==> src/rtl/pulse_event_spacer.sv <==
// pulse_event_spacer: queues bursty source-domain events and re-issues them as spaced single-cycle pulses.
// Define PULSE_SPACER_DROP_CNT_EN to add the saturating drop_cnt output.
module pulse_event_spacer #(
  parameter int CTR_WIDTH  = 10,
  parameter int PEND_WIDTH = 4
) (
  input  logic                  clk_src,
  input  logic                  rst_n_src,
  input  logic [CTR_WIDTH-1:0]  cfg_stretch_val,
  input  logic [CTR_WIDTH-1:0]  cfg_gap_val,
  input  logic                  ev_in,
  input  logic                  clr_ovf,
  output logic                  sig_out,
  output logic [PEND_WIDTH-1:0] pend_cnt,
  output logic                  busy,
  output logic                  overflow
`ifdef PULSE_SPACER_DROP_CNT_EN
  ,
  output logic [7:0]            drop_cnt
`endif
);
  typedef enum logic [1:0] {IDLE, EMIT, WAIT} state_e;
  state_e                state_q;
  logic [CTR_WIDTH:0]    wait_q, sum;
  logic [PEND_WIDTH-1:0] pend_q, pend_d;
  logic                  sig_q, busy_q, ovf_q, ovf_d, issue, drop;
  // One bit wider so stretch+gap never wraps.
  assign sum = {1'b0, cfg_stretch_val} + {1'b0, cfg_gap_val};
  assign issue = (state_q == IDLE) && (pend_q != '0);
  assign drop = ev_in && !issue && (&pend_q);
  assign pend_d = drop ? pend_q : pend_q + PEND_WIDTH'(ev_in) - PEND_WIDTH'(issue);
  assign ovf_d = drop | (ovf_q & ~clr_ovf);
  always_ff @(posedge clk_src or negedge rst_n_src) begin
    if (!rst_n_src) begin
      state_q <= IDLE;
      wait_q  <= '0;
      pend_q  <= '0;
      sig_q   <= 1'b0;
      busy_q  <= 1'b0;
      ovf_q   <= 1'b0;
    end else begin
      pend_q <= pend_d;
      ovf_q  <= ovf_d;
      case (state_q)
        IDLE: if (issue) begin
          state_q <= EMIT;
          sig_q   <= 1'b1;
          busy_q  <= 1'b1;
        end
        EMIT: begin
          sig_q  <= 1'b0;
          wait_q <= sum;
          if (sum == '0) begin
            state_q <= IDLE;
            busy_q  <= 1'b0;
          end else state_q <= WAIT;
        end
        WAIT: begin
          wait_q <= wait_q - (CTR_WIDTH+1)'(1);
          if (wait_q == (CTR_WIDTH+1)'(1)) begin
            state_q <= IDLE;
            busy_q  <= 1'b0;
          end
        end
        default: state_q <= IDLE;
      endcase
    end
  end
  assign sig_out  = sig_q;
  assign busy     = busy_q;
  assign pend_cnt = pend_q;
  assign overflow = ovf_q;
`ifdef PULSE_SPACER_DROP_CNT_EN
  logic [7:0] drop_q, drop_d;
  // A clear coinciding with a drop leaves exactly that one drop counted.
  assign drop_d = clr_ovf ? {7'b0, drop} : (drop && drop_q != 8'hff) ? drop_q + 8'd1 : drop_q;
  always_ff @(posedge clk_src or negedge rst_n_src)
    if (!rst_n_src) drop_q <= '0;
    else drop_q <= drop_d;
  assign drop_cnt = drop_q;
`endif
endmodule
==> config.mk <==
export PLATFORM = sky130hd
export DESIGN_NAME = pulse_event_spacer
export DESIGN_NICKNAME = d
export VERILOG_FILES = /design/src/rtl/pulse_event_spacer.sv
export SDC_FILE = /design/constraint.sdc
export NUM_CORES = 1
export LEC_CHECK = 0
export ABC_AREA = 1
export ABC_CLOCK_PERIOD_IN_PS = 2100
export BUFFER_PORTS_ARGS = -buffer_cell sky130_fd_sc_hd__buf_4
export CAP_MARGIN = 20
export CORE_MARGIN = 3
export CORE_UTILIZATION = 50
export DETAILED_ROUTE_END_ITERATION = 7
export GPL_TIMING_DRIVEN = 0
export PLACE_DENSITY = 0.76
export SLEW_MARGIN = 30
export SYNTH_ARGS = -nofsm -noshare
export SYNTH_HDL_FRONTEND = slang
export SYNTH_SLANG_ARGS = --single-unit
==> constraint.sdc <==
create_clock -name clk_src -period 2.1 [get_ports clk_src]
set_input_delay 0.21 -clock clk_src [delete_from_list [all_inputs] [get_ports clk_src]]
set_output_delay 0.21 -clock clk_src [all_outputs]
set_load 0.005 [all_outputs]
==> out/summary.txt <==
fillers - 290
final hold violation count - 0
Metal-1 WL - 1.911 mm
outcome - finished clean
worst r2r path cells - 12
worst vdd ir - 302.6 uV
Critical-path top delay cell - dfrtp_1
Die X - 66.96 um
area of the multi-input gates - 1229 um^2
Critical Path AT - 2.25 ns
routed wire length per instance - 12.15 um
Via Count - 1900
drt total wl - 4.544 mm
Lkg Pwr - 1.300 nW
fin nets - 376
num ports - 31
CTS Buffer Depth - 2
Yosys cell types - 24
P&R area growth vs syn - 28.42%
Avg Inst Size Synth - 6.612 um^2
WS Path Type - flop to flop
Final Instance Area - 2386 um^2
Root Driver - clkbuf_8
Worst setup SP type - flop
worst reg2reg endpoint - pend_cnt[2]$_DFFE_PN0N_
Final Setup Violations - 0
TritonCTS Buffers - 3
CP Cell Sequence - inv_1, ha_4, nand2_4, inv_2, ha_4, inv_2, ha_2, inv_2, fa_2, xnor2_1, nand2_1, o21ai_2
fraction of layout cells with a size suffix above 1 - 21.65%
Die Height - 66.96 um
core footprint - 3468 um^2
Clock transition at path regs - 0.08 ns
H-Tree Depth - 1
fin. max-slew vios - 0
slew margin rel. - 65.59%
DRC - 0
PortBufs - 30
GP Congestion - 0.8681
crit-path max FO - 3
initial antenna violation count - 0
critical path's largest stage delay - 0.42 ns
Post-DP Area - 2141 um^2
syn_nets - 328
post-route ant nets - 0
cell row count - 21
Met2 Wirelength - 2.387 mm
CP dominant cell by count - inv_2
Final period util - 97.57%
Die ar. - 4484 um^2
endpoint class of the critical path - flop
antenna diode count - 0
r2r startpoint - state_q[0]$_DFFE_PN0P_
Worst-Margin Slew - 0.5107 ns
met3 routed WL - 152 um
Clk Latency, worst-skew pair - 0.26 ns
FF+latch count, synth - 20
final cell count without fillers - 374
worst min-delay path class - input pin to flop
min-delay src - clr_ovf
worst clock skew - 0.005136 ns
drt pass-1 iters - 6
Placed Cells incl. Taps - 357
GRT Util Overall - 20.66%
worst path required time - 2.30 ns
worst hold stages - 2
1st-iter DRT viols - 86
number of max-cap violations - 0
CTS Sinks - 20
via/cell ratio - 5.080
starting density of the core - 53.57%
Register Area - 500.5 um^2
first-pass GRT wire length - 7.258 mm
Synth Warn # - 0
Cell Area, Synth - 1858 um^2
grt total ovfl - 0
Hold Crit Endpoint - overflow$_DFF_PN0_
Max Clk Rate - 488.1 MHz
fin util - 68.80%
max layer used - met4
clock period minus final worst setup slack - 2.049 ns
largest net degree at the start of global routing - 21
CTS tree - done
post-DP HPWL - 3.216 mm
r2r setup slk - 0.05 ns
sequential share of the synthesized area - 26.94%
power per cell area - 680.7 nW/um^2
Post-Syn Instances - 281
vias in the first global route - 1797
[placed cells by master, fill, tap and decap left out, drive strengths merged, types with 7 or more instances in the layout]
master	netlist	final
nor2	23	23
inv	50	50
o21ai	24	24
dfrtp	20	20
ha	21	21
nand2	80	80
a21oi	9	9
buf	0	42
nand3	26	26
clkbuf	4	7
[per-stage QoR]
step | hold WS [ns] | total power, W | worst slack [ns] | TNS (ns)
floorplan | -0.08559 | 0.0008732 | 0.04650 | 0
global placement | 0.1031 | 0.001054 | -0.1160 | -0.3042
detailed placement | 0.1065 | 0.001070 | -0.1392 | -0.3603
CTS | 0.1301 | 0.001545 | 0.01297 | 0
global route | 0.1219 | 0.001742 | -0.01828 | -0.01828
finish | 0.1279 | 0.001624 | 0.05110 | 0
[logic make-up after synthesis]
| family | after synthesis | share of synthesized area, % |
|---|---|---|
| simple gates | 139 | 31.85 |
| buf+inv | 54 | 10.91 |
| compound gates | 39 | 11.18 |
| fa+ha+maj | 23 | 16.30 |
| flops | 20 | 26.94 |
| xor+xnor | 6 | 2.828 |
[critical path: cells and delay by family (launching register included)]
kind,cells,cell delay (ns)
fa+ha+maj,4,0.90
flops,1,0.42
buf+inv,4,0.30
xor+xnor,1,0.17
simple gates,2,0.13
compound gates,1,0.06
[area by class of cell]
type / instances / area share, %
sequential: 20 / 20.98
inverter: 50 / 7.866
multi-input combinational: 207 / 51.49
clock inverter: 1 / 1.259
clock buffer: 3 / 1.730
timing repair buffer: 43 / 13.63
tap: 46 / 2.412
buffer: 4 / 0.6293
[worst max path at each step]
stage / startpoint / to / slack, ns / depth (start not counted)
finish: state_q[0]$_DFFE_PN0P_ / pend_cnt[2]$_DFFE_PN0N_ / 0.05 / 12
global route: state_q[0]$_DFFE_PN0P_ / pend_cnt[2]$_DFFE_PN0N_ / -0.02 / 12
CTS: state_q[0]$_DFFE_PN0P_ / pend_cnt[2]$_DFFE_PN0N_ / 0.01 / 12
detailed placement: pend_cnt[2]$_DFFE_PN0N_ / pend_cnt[2]$_DFFE_PN0N_ / -0.14 / 13
global placement: pend_cnt[2]$_DFFE_PN0N_ / pend_cnt[2]$_DFFE_PN0N_ / -0.12 / 13
floorplan: pend_cnt[2]$_DFFE_PN0N_ / pend_cnt[2]$_DFFE_PN0N_ / 0.05 / 13
[registers in the layout, summed over array words and instances, names as in the netlist]
name / count
sig_out: 1
busy: 1
overflow: 1
state_q: 2
pend_cnt: 4
wait_q: 11
[Yosys cell counts, drive strengths merged]
| library cell | count | area, um^2 |
|---|---|---|
| nand3 | 26 | 130.1 |
| and3 | 1 | 6.260 |
| or2 | 1 | 6.260 |
| xor2 | 5 | 43.79 |
| nand2 | 80 | 310.3 |
| inv | 50 | 187.7 |
| ha | 21 | 262.8 |
| o21ai | 24 | 120.1 |
| o22ai | 4 | 25.02 |
| clkbuf | 4 | 15.01 |
| a21oi | 9 | 48.80 |
| o211ai | 1 | 7.510 |
| nor2 | 23 | 88.84 |
| nor3 | 2 | 10.01 |
| dfrtp | 20 | 500.5 |
| nand4 | 4 | 25.02 |
| nand3b | 2 | 15.01 |
| xnor2 | 1 | 8.760 |
| a31oi | 1 | 6.260 |
| fa | 2 | 40.04 |
[layer usage]
metal | vias up | global-route usage (%)
li1 | 991 | -
met1 | 850 | 23.74
met2 | 48 | 37.75
met3 | 11 | 2.024
met4 | 0 | 9.873
met5 | - | 0
[power breakdown]
part | internal (W) | switching (W)
Combinational | 0.000374 | 0.000381
Clock | 0.000255 | 0.000137
Sequential | 0.000436 | 0.0000406
[repair_timing]
item                                    4_1_cts  5_1_grt
gates resized for setup                       7       14
endpoints found under the setup margin        2        7
hold endpoints to repair                     20        0
hold buffers                                  1        0
buffers inserted                             10        2
pin swaps                                     1        7
Note: power is estimated with default switching activity, not from simulation.
